[src/rtl/loba_dot_acc_if.sv]
// Bundle of the product-in and result-out handshakes of the LOBA dot-product accumulator.
// slave is the accumulator side, master is the producer/consumer side.
interface loba_dot_acc_if #(
  parameter int N     = 16,
  parameter int ACC_W = 40,
  parameter int CNT_W = 16
);
  logic               in_valid;
  logic               in_ready;
  logic [2*N-1:0]     in_p;
  logic               in_last;
  logic               out_valid;
  logic               out_ready;
  logic [ACC_W-1:0]   out_sum;
  logic [CNT_W-1:0]   out_count;
  logic               out_sat;

  modport slave (
    input  in_valid, in_p, in_last, out_ready,
    output in_ready, out_valid, out_sum, out_count, out_sat
  );

  modport master (
    output in_valid, in_p, in_last, out_ready,
    input  in_ready, out_valid, out_sum, out_count, out_sat
  );
endinterface

[src/rtl/loba_dot_acc.sv]
// Saturating streaming accumulator for LOBA multiplier products: sums one vector
// (terminated by in_last) and presents sum, term count and clip flag downstream.
module loba_dot_acc #(
  parameter int N     = 16,
  parameter int ACC_W = 40,
  parameter int CNT_W = 16
) (
  input  logic               clk,
  input  logic               rst,
  loba_dot_acc_if.slave      bus,
  output logic [1:0]         dbg_state
);

  localparam logic [1:0] IDLE = 2'd0;
  localparam logic [1:0] ACC  = 2'd1;
  localparam logic [1:0] DONE = 2'd2;
  localparam int         PAD  = ACC_W + 1 - 2*N;

  // Handshakes: a transfer happens on a rising edge where valid && ready are both
  // high. The producer holds in_p/in_last stable until accepted; the result stays
  // stable until out_ready is seen. in_ready depends on registered state only.

  logic [1:0]       state;
  logic [ACC_W-1:0] acc;
  logic [CNT_W-1:0] cnt;
  logic             sat;
  logic [ACC_W-1:0] out_sum_r;
  logic [CNT_W-1:0] out_count_r;
  logic             out_sat_r;

  logic             beat;
  logic             out_hs;
  logic [ACC_W:0]   sum_ext;
  logic [ACC_W-1:0] acc_nxt;
  logic [CNT_W-1:0] cnt_nxt;
  logic             sat_nxt;

  assign bus.in_ready  = (state != DONE);
  assign bus.out_valid = (state == DONE);
  assign bus.out_sum   = out_sum_r;
  assign bus.out_count = out_count_r;
  assign bus.out_sat   = out_sat_r;
  assign dbg_state     = state;

  assign beat   = bus.in_valid && bus.in_ready;
  assign out_hs = bus.out_valid && bus.out_ready;

  // One extra bit catches the carry out; once clipped, all-ones plus any term
  // carries again, so the accumulator remains pinned for the rest of the vector.
  always_comb begin
    sum_ext = {1'b0, acc} + {{PAD{1'b0}}, bus.in_p};
    acc_nxt = sum_ext[ACC_W] ? {ACC_W{1'b1}} : sum_ext[ACC_W-1:0];
    sat_nxt = sat | sum_ext[ACC_W];
    cnt_nxt = (cnt == {CNT_W{1'b1}}) ? cnt : cnt + 1'b1;
  end

  always_ff @(posedge clk) begin
    if (rst) begin
      state       <= IDLE;
      acc         <= '0;
      cnt         <= '0;
      sat         <= 1'b0;
      out_sum_r   <= '0;
      out_count_r <= '0;
      out_sat_r   <= 1'b0;
    end else begin
      case (state)
        IDLE, ACC: begin
          if (beat) begin
            acc <= acc_nxt;
            cnt <= cnt_nxt;
            sat <= sat_nxt;
            if (bus.in_last) begin
              state       <= DONE;
              out_sum_r   <= acc_nxt;
              out_count_r <= cnt_nxt;
              out_sat_r   <= sat_nxt;
            end else begin
              state <= ACC;
            end
          end
        end
        DONE: begin
          if (out_hs) begin
            state <= IDLE;
            acc   <= '0;
            cnt   <= '0;
            sat   <= 1'b0;
          end
        end
        default: begin
          state <= IDLE;
          acc   <= '0;
          cnt   <= '0;
          sat   <= 1'b0;
        end
      endcase
    end
  end

endmodule
[src/flat_wrapper.sv]
// flat-port wrapper written by rule: the top's interface ports become plain ports
module loba_dot_acc_flat 
#(
  parameter int N     = 16,
  parameter int ACC_W = 40,
  parameter int CNT_W = 16
)
  (clk, rst, dbg_state, bus_in_valid, bus_in_p, bus_in_last, bus_out_ready, bus_in_ready, bus_out_valid, bus_out_sum, bus_out_count, bus_out_sat);
  loba_dot_acc_if #(.N(N), .ACC_W(ACC_W), .CNT_W(CNT_W)) bus_i ();
  input  logic clk;
  input  logic rst;
  output logic [1:0] dbg_state;
  input wire logic [$bits(bus_i.in_valid)-1:0] bus_in_valid;
  input wire logic [$bits(bus_i.in_p)-1:0] bus_in_p;
  input wire logic [$bits(bus_i.in_last)-1:0] bus_in_last;
  input wire logic [$bits(bus_i.out_ready)-1:0] bus_out_ready;
  output wire logic [$bits(bus_i.in_ready)-1:0] bus_in_ready;
  output wire logic [$bits(bus_i.out_valid)-1:0] bus_out_valid;
  output wire logic [$bits(bus_i.out_sum)-1:0] bus_out_sum;
  output wire logic [$bits(bus_i.out_count)-1:0] bus_out_count;
  output wire logic [$bits(bus_i.out_sat)-1:0] bus_out_sat;
  assign bus_i.in_valid = bus_in_valid;
  assign bus_i.in_p = bus_in_p;
  assign bus_i.in_last = bus_in_last;
  assign bus_i.out_ready = bus_out_ready;
  assign bus_in_ready = bus_i.in_ready;
  assign bus_out_valid = bus_i.out_valid;
  assign bus_out_sum = bus_i.out_sum;
  assign bus_out_count = bus_i.out_count;
  assign bus_out_sat = bus_i.out_sat;
  loba_dot_acc #(.N(N), .ACC_W(ACC_W), .CNT_W(CNT_W)) u_core (.clk(clk), .rst(rst), .bus(bus_i), .dbg_state(dbg_state));
endmodule
[config.mk]
export PLATFORM = sky130hd
export DESIGN_NAME = loba_dot_acc_flat
export DESIGN_NICKNAME = d
export VERILOG_FILES = /design/src/rtl/loba_dot_acc_if.sv /design/src/rtl/loba_dot_acc.sv /design/src/flat_wrapper.sv
export SDC_FILE = /design/constraint.sdc
export NUM_CORES = 1
export LEC_CHECK = 0
export BUFFER_PORTS_ARGS = -buffer_cell sky130_fd_sc_hd__buf_2
export CORE_UTILIZATION = 49
export DETAILED_ROUTE_END_ITERATION = 7
export GPL_TIMING_DRIVEN = 1
export MAX_ROUTING_LAYER = met4
export PLACE_DENSITY = 0.75
export RECOVER_POWER = 50
export SLEW_MARGIN = 30
export SYNTH_ARGS = -nofsm -noshare
export SYNTH_HDL_FRONTEND = slang
export SYNTH_SLANG_ARGS = --single-unit
[constraint.sdc]
create_clock -name clk -period 3.1 [get_ports clk]
set_input_delay 0.62 -clock clk [delete_from_list [all_inputs] [get_ports clk]]
set_output_delay 0.62 -clock clk [all_outputs]
set_load 0.05 [all_outputs]
# Word-level counts from Yosys, hierarchy flattened
# Index checks and enable logic that the tools add are counted.
[totals]
regBits = 116
output_inout_bits = 61
wordCells = 37
[op_classes]
n_addsub = 2
n_eq_ne = 6
muxes = 15
bitwise = 1
reduce_logical = 6
[ops]
columns = ["operator", "n"]
rows = [
  ["40-bit two-way mux", 3],
  ["40-bit case mux with 2 select lines", 1],
  ["16-bit two-way mux", 3],
  ["40-bit by 32-bit adder with 41-bit output", 1],
  ["16-bit case mux with 2 select lines", 1],
  ["16-bit by 1-bit adder with 16-bit output (second input constant)", 1],
  ["16-bit == test (second input constant)", 1],
  ["2-bit two-way mux", 3],
  ["2-bit inequality test (second input constant)", 2],
  ["2-bit case mux with 2 select lines", 1],
  ["3-bit AND reduction", 1],
  ["2-bit by 1-bit == test with 1-bit output (second input constant)", 1],
  ["2-bit == test (second input constant)", 1],
  ["1-bit logical AND", 2],
  ["2-bit logical NOT", 1],
  ["1-bit two-way mux", 2],
  ["2-bit by 1-bit inequality test with 1-bit output (second input constant)", 1],
  ["1-bit case mux with 2 select lines", 1],
  ["2-bit AND reduction", 1],
  ["2-bit OR reduction", 1],
  ["1-bit OR", 1],
]

# Longest topological paths before layout
# Gate-level depths: netlist of run 1.
[depth]
ltp_word = 4
mapped_depth = 10

# Worst setup path before layout of run 1
# OpenSTA, ideal clock, no wires.
[synth_path]
path_type = "input-to-reg"
from = "input port bus_in_p[0]"
to = "register u_core.out_sum_r[20] (netlist: u_core.bus.out_sum[20])"
arrival_ns = 2.866
required_ns = 2.968
slack_ns = 0.102
path_stages = 9
cell_sequence = "ha_1 -> fa_1 -> a21o_1 -> a221o_1 -> a41o_1 -> a21o_1 -> or4_1 -> a31oi_1 -> a21oi_1"
[synth_between]
elab_chain_len = 2
[synth_rtl]
columns = ["item", "line", "text"]
rows = [
  ["start, declared", "flat_wrapper.sv:14", "input wire logic [$bits(bus_i.in_p)-1:0] bus_in_p;"],
  ["40-bit by 32-bit adder with 41-bit output", "loba_dot_acc.sv:51", "sum_ext = {1'b0, acc} + {{PAD{1'b0}}, bus.in_p};"],
  ["40-bit two-way mux", "loba_dot_acc.sv:52", "acc_nxt = sum_ext[ACC_W] ? {ACC_W{1'b1}} : sum_ext[ACC_W-1:0];"],
  ["end signal, assigned", "loba_dot_acc.sv:75", "out_sum_r <= acc_nxt;"],
  ["end, declared", "loba_dot_acc.sv:27", "logic [ACC_W-1:0] out_sum_r;"],
]
# Every way passes these cells.
# A chain may end at the register's enable or synchronous reset.

# Final worst setup path of run 1
[layout_path]
from = "register u_core.acc[0]"
to = "register u_core.acc[28]"
[layout_between]
elab_chain_len = 4
[layout_rtl]
columns = ["item", "line", "text"]
rows = [
  ["start, declared", "loba_dot_acc.sv:24", "logic [ACC_W-1:0] acc;"],
  ["start signal, assigned", "loba_dot_acc.sv:70", "acc <= acc_nxt;"],
  ["40-bit by 32-bit adder with 41-bit output", "loba_dot_acc.sv:51", ""],
  ["40-bit two-way mux", "loba_dot_acc.sv:52", ""],
  ["40-bit two-way mux", "loba_dot_acc.sv:69", "if (beat) begin"],
  ["40-bit case mux with 2 select lines", "loba_dot_acc.sv:67", "case (state)"],
]
# Every way passes these cells. The select of a mux whose other input is x is not followed.

==> results.md, run 1 <==
* Clock root cell: clkbuf_16
* CTS tree: yes
* CTS resizes at 0
* Synth Area in Adders at 6.32%
* Number of DRC markers in iteration 0 at 565
* Ant diodes at 0
* WL per Instance at 16.1 um
* Post-placement cell area at 8030 um^2
* Die W at 120 um
* Pin count of the biggest net entering global routing at 52
* RSZ-0062 raised after global routing: false
* MaxCap Viol Count at 0
* Site Rows at 42
* Placed Cells at 1,179
* Die Ht at 120 um
* Drt pass-1 iters at 5
* EDFF count, synth at 0
* Layout cells sized above 1 at 17.4%
* CP startpoint kind: flip-flop
* Final instance area at 8550 um^2
* Register area share after synthesis at 33.9%
* DRC violations left at 0
* Post-synth top flop: dfxtp_1
* Post-Synth XOR/XNOR Area at 3.45%
* Total Nets Final at 1,093
* GR Overflow Total at 0
* Pwr Density at 620 nW/um^2
* WP data arrival at 3.24 ns
* Critical Path Sink Type: flip-flop
* Async set-reset flop share out of synthesis at 0%
* Final WS setup at 0.213 ns
* Area grow syn2layout at 24.9%
* Top Usage Layer GRT: met2
* Initial antenna violation count at 0
* Clock buffer count from CTS at 17
* FF-to-FF path depth at 11
* Setup slack after placement at -0.204 ns
* Worst path required time at 3.45 ns
* Syn nets at 942
* Global-route wire length before repair at 32,700 um
* Leak at 3.46 nW
* CTS Buffer Depth at 2
* Highest net fanout along the worst path at 3
* Largest family of logic cells by synthesized area: compound AO/OA/AOI/OAI gates
* Initial Util at 50.9%
* GR Util All Layers at 29.3%
* Post-Synthesis Cell Area at 6850 um^2
* Antenna Nets Post-Route at 0
* Die ar. at 14,400 um^2
* TritonCTS Sinks at 116
* Number of hold violations in the final report at 0
* Final Util at 63.6%
* Post-Layout Cell Count at 1,211
* Vias at 7,145
* Fmax at 0.346 GHz
* Vias in the first global route at 6,631
* Max Slew Vio Count at 0
* Outcome: finished, final reports clean
* CTS Hold Buffers Added at 0
* Slew @ Worst Pin at 0.837 ns
* Hold Crit Class: input port to flip-flop
* Routability cong. at 0.912
* Fin crit period at 2.89 ns
* Fin crit share at 93.1%
* Register bit count reported by yosys at 116
* Clock skew at 0.0103 ns
* Post-synth cell types at 76
* Total Wirelength at 19,500 um
* Tot Pwr at 5.31 mW
* IO Pins at 98
* Post-Synth Simple-Gate Area at 20.2%
* Compound-Gate Fraction of Synth Area at 30.4%
* Worst VDD drop at 432 uV
* Yosys warns at 0
* Post-synthesis mux area share at 1.19%
* Gate Count Post-Synth at 871
* Final HPWL DP at 14,100 um
* Mean area per synthesized cell at 7.86 um^2
* Port bufs at 97
* H-tree Lvls at 4
* Core area at 13,500 um^2
* Clock latency at the later pin of the worst-skew pair at 0.43 ns
* Vias per cell at 5.90
* Met1 GRT Util at 37.8%
* WHS Path Cells at 2
* GR Util met3 at 5.75%
* Met2 usage at 45.3%
* Crit Path Category: flip-flop to flip-flop
* Clock slew at reported path FFs at 0.06 ns
* Headroom to the max-slew limit at 44.1%
* Finish-stage setup viols at 0
* Post-CTS setup-driven buffer insertion count at 0
state kept, by name, summed over array words and instances (netlist names):
signal,cells
u_core.bus.out_sat,1
u_core.acc,40
u_core.dbg_state,2
u_core.bus.out_count,16
u_core.cnt,16
u_core.sat,1
u_core.bus.out_sum,40
cell type report:
| type | instances | area (um^2) |
|---|---|---|
| Multi-Input combinational cell | 681 | 4180 |
| Sequential cell | 116 | 2320 |
| Clock inverter | 12 | 179 |
| Inverter | 18 | 67.6 |
| Fill cell | 1249 | 4900 |
| Tap cell | 176 | 220 |
| Clock buffer | 20 | 457 |
| Timing Repair Buffer | 188 | 1130 |
cells by family after synthesis:
family	after synthesis
multiplexers	8
AO/OA/AOI/OAI	333
adder cells (fa/ha/maj)	34
XOR/XNOR	27
buffers and inverters	74
AND/OR/NAND/NOR	279
flip-flops	116
synthesized netlist by cell type, types with 7 or more instances:
master | number | area (um^2)
dfxtp_1 | 116 | 2320
a21oi_1 | 102 | 510
o21ai_0 | 96 | 480
nand2_1 | 77 | 289
nor2_1 | 71 | 267
clkbuf_1 | 36 | 135
ha_1 | 33 | 413
nor3_1 | 29 | 145
nand3_1 | 24 | 120
a31oi_1 | 23 | 144
a211oi_1 | 18 | 135
inv_1 | 17 | 63.8
xor2_1 | 14 | 123
buf_2 | 13 | 65.1
xnor2_1 | 13 | 114
or3_1 | 12 | 75.1
a21o_1 | 10 | 75.1
nand4_1 | 10 | 62.6
o211ai_1 | 10 | 75.1
nor4_1 | 8 | 50.1
o21a_1 | 8 | 60.1
and3_1 | 7 | 43.8
mux2i_1 | 7 | 70.1
critical path, cell delays in order, from the launching register on:
cell	delay (ns)
dfxtp_1	0.32
ha_1	0.21
fa_1	0.38
a21o_1	0.22
a221o_1	0.33
buf_4	0.15
a211oi_1	0.23
nor4b_1	0.11
buf_4	0.14
o21ai_0	0.17
mux2_2	0.37
o211ai_1	0.16
cell usage in the layout (no fill, tap or decap), drive strengths merged, types with 23 or more instances in the layout:
master,instances
clkbuf,81
nand3,25
nor3,29
nand2,77
a31oi,23
buf,127
o21ai,102
dfxtp,116
ha,33
nor2,72
a21oi,104
metrics by stage:
step	hold WS, ns	setup TNS, ns
after floorplan	0.429	0
after global placement	0.438	-2.62
after detailed placement	0.450	-7.95
after CTS	0.377	0
after global routing	0.389	0
final	0.391	0
where the power goes:
part | total [mW] | leakage, nW | switching (mW) | internal (mW)
sequential | 1.67 | 0.950 | 0.0665 | 1.61
combinational | 1.52 | 2.21 | 0.938 | 0.578
clock | 2.12 | 0.302 | 0.734 | 1.39
total | 5.31 | 3.46 | 1.74 | 3.57
layer usage:
metal	wire, um	vias up	share of wire, %
met5	0	-	0
met4	430	0	2.2
met3	1110	39	5.7
li1	-	3555	-
met2	8900	268	46
met1	9110	3283	47
path summary, 6_finish.rpt:
path	from	to	slack, ns
hold / removal	bus_in_last	u_core.dbg_state[0]$_SDFFE_PP0P_	0.39
setup reg to reg	u_core.acc[0]$_SDFFE_PP0P_	u_core.acc[28]$_SDFFE_PP0P_	0.21
setup / recovery	u_core.acc[0]$_SDFFE_PP0P_	u_core.acc[28]$_SDFFE_PP0P_	0.21
hold reg to reg	u_core.acc[20]$_SDFFE_PP0P_	u_core.acc[20]$_SDFFE_PP0P_	0.46
Power figures use the tool's default switching activity.
==> run 2: changes to the inputs <==
- PLACE_DENSITY: 0.75 -> 0.72
- clock period: 3.1 -> 3 ns (I/O delays scaled with it)
==> results.md, run 2 (synthesized netlist as in run 1, its figures left out) <==
* Outcome: finished, final reports clean (unchanged)
* Die Ht at 120 um (unchanged)
* Hold Crit Class: input port to flip-flop (unchanged)
* CTS Buffer Depth at 2 (unchanged)
* RSZ-0062 raised after global routing: false (unchanged)
* Vias per cell at 5.83 (was 5.90)
* Final Util at 64.3% (was 63.6%)
* Port bufs at 97 (unchanged)
* GR Util All Layers at 29.7% (was 29.3%)
* Leading cell types in the layout, fill and taps excluded: dfxtp_1, buf_4, a21oi_1 (was dfxtp_1, a21oi_1, o21ai_0)
* Psw at 1.81 mW (was 1.74 mW)
* Clock root cell: clkbuf_16 (unchanged)
* Fin crit period at 2.87 ns (was 2.89 ns)
* Core area at 13,500 um^2 (unchanged)
* Site Rows at 42 (unchanged)
* Ant diodes at 0 (unchanged)
* Clock buffer count from CTS at 17 (unchanged)
* Worst R2R Start: u_core.acc[0]$_SDFFE_PP0P_ (unchanged)
* Most numerous cell on the critical path: buf_4 (unchanged)
* Global-route wire length before repair at 33,100 um (was 32,700 um)
* Finish-stage setup viols at 0 (unchanged)
* Max Slew Vio Count at 0 (unchanged)
* Highest net fanout along the worst path at 3 (unchanged)
* Worst VDD drop at 450 uV (was 432 uV)
* Total Wirelength at 19,700 um (was 19,500 um)
* Clock latency at the later pin of the worst-skew pair at 0.42 ns (was 0.43 ns)
* Worst path required time at 3.29 ns (was 3.45 ns)
* Leak at 3.53 nW (was 3.46 nW)
* Min-delay src: bus_in_last (unchanged)
* Pwr Density at 636 nW/um^2 (was 620 nW/um^2)
* GR Overflow Total at 0 (unchanged)
* H-tree Lvls at 4 (unchanged)
* CTS tree: yes (unchanged)
* Fin crit share at 95.7% (was 93.1%)
* Final HPWL DP at 14,300 um (was 14,100 um)
* CTS Hold Buffers Added at 0 (unchanged)
* Fmax at 0.348 GHz (was 0.346 GHz)
* Delay-heaviest family, CP: compound AO/OA/AOI/OAI gates (unchanged)
* Worst Path Buf+Inv at 2 (unchanged)
* DRC violations left at 0 (unchanged)
* Slew @ Worst Pin at 0.736 ns (was 0.837 ns)
* Int Pwr at 3.69 mW (was 3.57 mW)
* Drt pass-1 iters at 5 (unchanged)
* Pin count of the biggest net entering global routing at 37 (was 52)
* Slowest CP cell: fa_1 (unchanged)
* Comb pwr share at 29.3% (was 28.6%)
* WP data arrival at 3.16 ns (was 3.24 ns)
* Layout cells sized above 1 at 18.6% (was 17.4%)
* Final instance area at 8650 um^2 (was 8550 um^2)
* Critical Path Sink Type: flip-flop (unchanged)
* Die W at 120 um (unchanged)
* Switching share of power at 33.0% (was 32.8%)
* Clock skew at 0.0102 ns (was 0.0103 ns)
* Clk pwr share at 39.3% (was 39.9%)
* Worst-path cell chain: ha_1 -> fa_1 -> a21o_1 -> buf_4 -> a221oi_1 -> o21ai_0 -> a31oi_1 -> buf_4 -> o21ba_2 -> xor2_1 -> o211ai_1 (was ha_1 -> fa_1 -> a21o_1 -> a221o_1 -> buf_4 -> a211oi_1 -> nor4b_1 -> buf_4 -> o21ai_0 -> mux2_2 -> o211ai_1)
* Most common cell after layout, fill and taps aside: dfxtp_1 (unchanged)
* Fill count at 1,257 (was 1,249)
* Area grow syn2layout at 26.4% (was 24.9%)
* WL per Instance at 16.1 um (about the same)
* Antenna Nets Post-Route at 0 (unchanged)
* Seq pwr share at 31.4% (was 31.5%)
* IO Pins at 98 (unchanged)
* Clock slew at reported path FFs at 0.06 ns (about the same)
* Slowest cell delay on critical path at 0.39 ns (was 0.38 ns)
* Post-Layout Cell Count at 1,225 (was 1,211)
* MaxCap Viol Count at 0 (unchanged)
* Post-placement cell area at 8110 um^2 (was 8030 um^2)
* Final setup TNS at 0 ns (unchanged)
* Crit Path Category: flip-flop to flip-flop (unchanged)
* Headroom to the max-slew limit at 50.8% (was 44.1%)
* Total Nets Final at 1,107 (was 1,093)
* CP startpoint kind: flip-flop (unchanged)
* Vias in the first global route at 6,865 (was 6,631)
* Initial Util at 50.9% (unchanged)
* Initial antenna violation count at 0 (unchanged)
* Placed Cells at 1,193 (was 1,179)
* Routability cong. at 0.924 (was 0.912)
* Tot Pwr at 5.50 mW (was 5.31 mW)
* Die ar. at 14,400 um^2 (unchanged)
* Vias at 7,145 (unchanged)
* Crit path launch: u_core.acc[0]$_SDFFE_PP0P_ (unchanged)
* Number of hold violations in the final report at 0 (unchanged)
* TritonCTS Sinks at 116 (unchanged)
* Number of DRC markers in iteration 0 at 440 (was 565)
-- run 2: path summary, 6_finish.rpt --
check / depth (start not counted) / to / slack (ns)
worst max-delay path: 11 / u_core.acc[24]$_SDFFE_PP0P_ / 0.13
worst min-delay path: 2 / u_core.dbg_state[0]$_SDFFE_PP0P_ / 0.38
worst max register to register: 11 / u_core.acc[24]$_SDFFE_PP0P_ / 0.13
worst min register to register: 2 / u_core.acc[20]$_SDFFE_PP0P_ / 0.46
-- run 2: repair_timing --
action                     4_1_cts  5_1_grt
buffers inserted                 0        0
setup endpoints to repair        0       28
gates resized for setup          0        4
-- run 2: cell type report --
class                           count  area, um^2  area share (%)
Clock buffer                       17         425            4.92
Clock inverter                     15         204            2.36
Tap cell                          176         220            2.54
Multi-Input combinational cell    681        4210            48.7
Sequential cell                   116        2320            26.8
Timing Repair Buffer              202        1200            13.9
Inverter                           18        67.6           0.781
-- run 2: worst register-to-register path, delay by kind of cell (launching register included) --
kind                     cells  cell delay, ns
AO/OA/AOI/OAI                6            1.32
adder cells (fa/ha/maj)      2            0.59
flip-flops                   1            0.32
buffers and inverters        2            0.30
XOR/XNOR                     1            0.21
-- run 2: power groups by stage --
stage / sequential [mW] / combinational [mW] / clock, mW
3_5_place_dp: 1.76 / 1.59 / 0
5_1_grt: 1.74 / 1.77 / 2.27
6_report: 1.73 / 1.61 / 2.16
3_3_place_gp: 1.76 / 1.57 / 0
4_1_cts: 1.73 / 1.60 / 2.20
2_1_floorplan: 1.94 / 0.859 / 0
-- run 2: routing by layer --
layer	GRT usage (%)	share of wire, %	vias up
met5	-	0	-
met4	10.6	1.6	0
met3	6.60	5.5	31
met2	46.1	45	206
met1	38.0	48	3322
li1	-	-	3586
-- run 2: through the flow --
step                hold slack [ns]  worst slack [ns]
floorplan                     0.429            0.0220
global placement              0.445            -0.233
detailed placement            0.448            -0.294
CTS                           0.367             0.102
global route                  0.370          0.000600
finish                        0.384             0.130
